<file path="src/rtl/clk_meter_pkg.sv">
// clk_meter_pkg: shared types and default constants for the clock period meter.
//   state_e     : meter FSM states
//   DEF_EXPECT  : nominal period in basys_clk cycles (20 Hz at 100 MHz)
//   DEF_TOL     : allowed absolute deviation from the nominal period
//   DEF_TIMEOUT : cycles without a rise before the input counts as lost
//   LOCK_N      : consecutive in-tolerance periods needed for lock
package clk_meter_pkg;
    typedef enum logic [1:0] {IDLE, MEASURE, TRACK, LOST} state_e;
    localparam int DEF_EXPECT  = 5000000;
    localparam int DEF_TOL     = 1000;
    localparam int DEF_TIMEOUT = 10000000;
    localparam int LOCK_N      = 2;
endpackage

</file>
<file path="src/rtl/sync_edge_det.sv">
// sync_edge_det: two-flop synchroniser with registered single-cycle edge ticks.
//   clk   in  : sampling clock
//   rst_n in  : asynchronous active-low reset
//   din   in  : asynchronous slow input
//   rise  out : one-cycle pulse per rising edge of din
//   fall  out : one-cycle pulse per falling edge of din
module sync_edge_det (
    input  logic clk,
    input  logic rst_n,
    input  logic din,
    output logic rise,
    output logic fall
);
    logic s0_q, s1_q, s2_q, rise_q, fall_q;
    logic s0_d, s1_d, s2_d, rise_d, fall_d;

    always_comb begin
        s0_d   = din;
        s1_d   = s0_q;
        s2_d   = s1_q;
        rise_d = s1_q & ~s2_q;
        fall_d = ~s1_q & s2_q;
    end

    always_ff @(posedge clk or negedge rst_n) begin
        if (!rst_n) begin
            s0_q   <= 1'b0;
            s1_q   <= 1'b0;
            s2_q   <= 1'b0;
            rise_q <= 1'b0;
            fall_q <= 1'b0;
        end else begin
            s0_q   <= s0_d;
            s1_q   <= s1_d;
            s2_q   <= s2_d;
            rise_q <= rise_d;
            fall_q <= fall_d;
        end
    end

    assign rise = rise_q;
    assign fall = fall_q;
endmodule

</file>
<file path="src/rtl/clk_period_meter.sv">
// clk_period_meter: measures the rise-to-rise period of a slow square wave in basys_clk cycles.
//   basys_clk    in  : system clock
//   rst_n        in  : asynchronous active-low reset
//   clk_in       in  : slow square wave, asynchronous to basys_clk
//   rise_tick    out : one-cycle pulse per clk_in rising edge
//   fall_tick    out : one-cycle pulse per clk_in falling edge
//   period       out : last valid rise-to-rise interval
//   period_valid out : one-cycle pulse when period updates
//   locked       out : period within tolerance for LOCK_N consecutive measurements
//   lost         out : no rise seen for TIMEOUT cycles
module clk_period_meter
    import clk_meter_pkg::*;
#(
    parameter int CNT_W   = 32,
    parameter int EXPECT  = DEF_EXPECT,
    parameter int TOL     = DEF_TOL,
    parameter int TIMEOUT = DEF_TIMEOUT
) (
    input  logic             basys_clk,
    input  logic             rst_n,
    input  logic             clk_in,
    output logic             rise_tick,
    output logic             fall_tick,
    output logic [CNT_W-1:0] period,
    output logic             period_valid,
    output logic             locked,
    output logic             lost
);
    localparam logic [CNT_W-1:0]   TO_C    = CNT_W'(TIMEOUT);
    localparam logic signed [CNT_W:0] EXP_S = (CNT_W+1)'(EXPECT);
    localparam logic signed [CNT_W:0] TOL_S = (CNT_W+1)'(TOL);
    localparam logic [1:0]         LOCK_M1 = 2'(LOCK_N - 1);

    logic rise, fall, in_tol;
    logic signed [CNT_W:0] diff;
    state_e state_q, state_d;
    logic [CNT_W-1:0] cnt_q, cnt_d, period_q, period_d;
    logic [1:0] match_q, match_d;
    logic valid_q, valid_d, locked_q, locked_d;

    sync_edge_det u_sync (
        .clk   (basys_clk),
        .rst_n (rst_n),
        .din   (clk_in),
        .rise  (rise),
        .fall  (fall)
    );

    // cnt holds the interval ending in the current rise_tick cycle, so it is the period directly
    assign diff   = $signed({1'b0, cnt_q}) - EXP_S;
    assign in_tol = (diff <= TOL_S) && (diff >= -TOL_S);

    always_comb begin
        state_d  = state_q;
        cnt_d    = rise ? CNT_W'(1) : (cnt_q == TO_C) ? cnt_q : cnt_q + 1'b1;
        period_d = period_q;
        valid_d  = 1'b0;
        match_d  = match_q;
        locked_d = locked_q;
        if (rise) begin
            state_d = (state_q == IDLE || state_q == LOST) ? MEASURE : TRACK;
            if (state_q == TRACK) begin
                period_d = cnt_q;
                valid_d  = 1'b1;
                match_d  = !in_tol ? 2'd0 : (match_q == 2'd3) ? match_q : match_q + 2'd1;
                locked_d = in_tol && (match_q >= LOCK_M1);
            end
        end else if (cnt_q == TO_C && state_q != LOST) begin
            state_d  = LOST;
            match_d  = 2'd0;
            locked_d = 1'b0;
        end
    end

    always_ff @(posedge basys_clk or negedge rst_n) begin
        if (!rst_n) begin
            state_q  <= IDLE;
            cnt_q    <= '0;
            period_q <= '0;
            valid_q  <= 1'b0;
            match_q  <= 2'd0;
            locked_q <= 1'b0;
        end else begin
            state_q  <= state_d;
            cnt_q    <= cnt_d;
            period_q <= period_d;
            valid_q  <= valid_d;
            match_q  <= match_d;
            locked_q <= locked_d;
        end
    end

    assign rise_tick    = rise;
    assign fall_tick    = fall;
    assign period       = period_q;
    assign period_valid = valid_q;
    assign locked       = locked_q;
    assign lost         = (state_q == LOST);
endmodule

</file>
<file path="config.mk">
export PLATFORM = sky130hd
export DESIGN_NAME = clk_period_meter
export DESIGN_NICKNAME = d
export VERILOG_FILES = /design/src/rtl/clk_meter_pkg.sv /design/src/rtl/sync_edge_det.sv /design/src/rtl/clk_period_meter.sv
export SDC_FILE = /design/constraint.sdc
export NUM_CORES = 1
export LEC_CHECK = 0
export CORE_ASPECT_RATIO = 1.4
export CORE_MARGIN = 1
export CORE_UTILIZATION = 30
export CTS_CLUSTER_DIAMETER = 80
export DETAILED_ROUTE_END_ITERATION = 10
export SYNTH_ARGS = -nofsm -noshare
export SYNTH_HDL_FRONTEND = slang
export SYNTH_SLANG_ARGS = --single-unit
</file>
<file path="constraint.sdc">
create_clock -name basys_clk -period 2.9 [get_ports basys_clk]
set_clock_uncertainty 0.15 [all_clocks]
set_input_delay 0.58 -clock basys_clk [delete_from_list [all_inputs] [get_ports basys_clk]]
set_output_delay 0.58 -clock basys_clk [all_outputs]
set_load 0.05 [all_outputs]
</file>
==> metrics.yaml <==
global_routing:
  grt.total_usage_pct: 16.3
  grt_pass1_vias: 3712
  grt_max_degree: 76
  antenna_found_initial: 0
  grt_pass1_wl_um: 19400
  grt-ovfl-total: 0
timing:
  fmax_mhz: 366
  tightest_slew_ns: 0.801
  fin_tns_setup_ns: 0
  final.min_clock_period_ns: 2.73
  rsz0062_at_grt: "false"
  setup_viol: 0
  fin_crit_sh_pct: 94.2
  hold_violations: 0
  slew_viol_final: 0
  max-slew-margin-rel_pct: 46.4
  whs_ns: 0.0874
logic_synthesis:
  synthArstFlopShare_pct: 100
  synth_top_area_cell: "dfrtp_1"
  ys_types: 65
  synthFlopType: "dfrtp_1"
  syn_area_um2: 4450
  syn_inst: 460
  yosys_register_bits: 75
  postSynthAreaPerCell_um2: 9.68
  synth.area.top_cells: "dfrtp_1 (42%), mux2_2 (5.3%), nor2_1 (3.5%)"
  synth_edf_count: 0
  synthesis.nets: 473
  yosysSeqAreaShare_pct: 42.2
  yosys_warnings: 0
  synth_top_area_share_pct: 42.2
floorplan:
  fp.dieH_um: 146
  dieArea_um2: 15300
  ioPinCount: 40
  die_w_um: 105
  coreArea_um2: 14400
  start_util_pct: 30.8
  rows: 52
place:
  place.gp.congestion: 0.879
  dpl-instance-area_um2: 5250
  port_buffers: 39
  dp_hpwl_um: 8980
power:
  powerDensity_nw_per_um2: 486
  peakVddDrop_mv: 0.332
  power.leakage_nw: 2.37
layout:
  area_delta_synth_final_pct: 25.9
  diodes: 0
  fin_nets: 542
  drive_above_1_share_pct: 22.8
  design_area_um2: 5610
critical_path:
  worstSetupStartpointType: "flip-flop"
  endpoint_kind: "flip-flop"
  crit_path_max_incr_delay_ns: 0.39
  cp_common_cell: "buf_4"
  cp_slowest_cell: "a2111o_1"
  crit_required_ns: 2.99
  crit_arrival_ns: 2.83
  path_max_fanout: 5
  cp_cell_sequence: "inv_1 -> ha_1 -> nand3b_1 -> buf_4 -> buf_4 -> a2111o_1 -> a221oi_2 -> nand4_1 -> nor4_4 -> nor2_1 -> o31ai_2"
  cpLargestDelayFamily: "compound AO/OA/AOI/OAI gates"
  path_buf_inv: 3
  crit_type: "flip-flop to flip-flop"
clock_tree:
  clock-sinks: 75
  insertion_delay_ns: 0.34
  clk_pin_slew_ns: 0.06
  cts_buffers: 9
  cts_tree: "done"
  cts_root_buf: "clkbuf_16"
  cts_max_level: 3
  cts_max_path_buffers: 2
  hold_buffers: 0
detailed_routing:
  vias: 3617
  antenna_left: 0
  drt_iter0_markers: 165
  dr.pass1.iters: 5
  drc: 0
  via_per_inst: 5.00
  drt-total-wl_um: 11900
  wl_per_cell_um: 16.4
worst_hold_path:
  worstHoldPathType: "primary input to async pin"
run_status:
  status: "complete, no violations"
run:
  cap_violations: 0
## report_power, final
group	leakage, nW	total [W]	switching [W]	internal [W]
Clock	0.135	0.00107	0.000478	0.000593
Sequential	1.02	0.00117	0.0000568	0.00112
Combinational	1.21	0.000483	0.000312	0.000171
## state kept, by name (all words and copies together) (netlist names)
register,count
cnt_q,32
period,32
match_q,2
state_q,2
locked,1
period_valid,1
u_sync.fall,1
u_sync.rise,1
u_sync.s0_q,1
u_sync.s1_q,1
u_sync.s2_q,1
## per-layer routing
metal	global-route usage [%]	routed length, um	vias to the layer above
met3	2.23	284	21
li1	-	-	1768
met5	0	0	-
met2	30.7	6590	60
met4	7.61	334	0
met1	17.8	4660	1768
## worst paths after layout
kind                             start          end  slack (ns)  cells after the start
min in group basys_clk     u_sync.s0_q  u_sync.s1_q        0.20                      0
max reg2reg                   cnt_q[6]       locked        0.17                     11
min                              rst_n   period[12]        0.09                      2
max                           cnt_q[6]       locked        0.17                     11
max in group asynchronous        rst_n    cnt_q[21]        2.16                      2
min reg2reg                u_sync.s0_q  u_sync.s1_q        0.20                      0
## cells in the final DEF, fill, tap and decap left out, drive strengths merged, types with 3 or more instances in the layout
| cell | count |
|---|---|
| and4 | 3 |
| ha | 10 |
| nor4 | 12 |
| and2 | 3 |
| nor3b | 6 |
| or3 | 9 |
| o211ai | 4 |
| o31ai | 4 |
| dfrtp | 75 |
| o21ai | 26 |
| buf | 55 |
| nand2 | 39 |
| inv | 21 |
| nor2 | 42 |
| mux2i | 3 |
| nand2b | 4 |
| nand4 | 11 |
| nand3b | 3 |
| clkdlybuf4s50 | 37 |
| clkbuf | 9 |
| a211oi | 3 |
| o2111ai | 3 |
| xor2 | 16 |
| nor2b | 5 |
| a21oi | 17 |
| and3 | 7 |
| mux2 | 22 |
| a2111oi | 4 |
| nand3 | 23 |
| nor3 | 16 |
| xnor2 | 16 |
## cells by family (layout without fill, tap and decap cells)
logic type,Yosys count,after routing,share of synthesized area [%]
fa+ha+maj,10,10,2.81
xor+xnor,32,32,6.30
flops,75,75,42.2
compound gates,79,79,12.9
mux,25,25,6.24
simple gates,188,188,23.5
buf+inv,51,125,6.13
## cells in the mapped netlist (all sizes together), types with 2 or more instances
cell type and n:
nor4 12, a21boi 2, nor3b 6, ha 10, o21ai 26, nor2 42, and2 3, mux2 22
a211oi 3, or3 9, mux2i 3, a21oi 17, or4 2, dfrtp 75, o31ai 4, nand2 39
nand2b 4, a21o 2, o211ai 4, nand4 11, clkbuf 15, a2111oi 4, nor3 16, xnor2 16
a2111o 2, inv 17, nor2b 5, and3 7, and4 3, o2111ai 3, nand3b 3, xor2 16
buf 19, nand3 23, o22ai 2
## per-stage QoR
stage	std cells	utilization [%]	setup WS, ns	power [W]
5_1_grt	723	38.8	0.0113	0.00285
6_report	723	38.8	0.167	0.00273
3_3_place_gp	703	36.3	0.0577	0.00167
2_1_floorplan	460	-	0.105	0.00150
3_5_place_dp	703	36.3	0.0182	0.00168
4_1_cts	719	38.3	0.00276	0.00277
## area by class of cell
type,instances,area [um^2]
multi-input cells,334,2350
flip-flops and latches,75,1880
clock inverters,7,57.6
fillers,1453,8840
clock buffers,9,225
well taps,189,236
repair buffers,92,796
inverters,17,63.8
## repair_timing
item / in CTS / in global routing
setup buffers: 0 / 4
resized for setup: 0 / 7
setup endpoints to repair: 0 / 3
No activity file was read; power rests on OpenSTA's default activity.
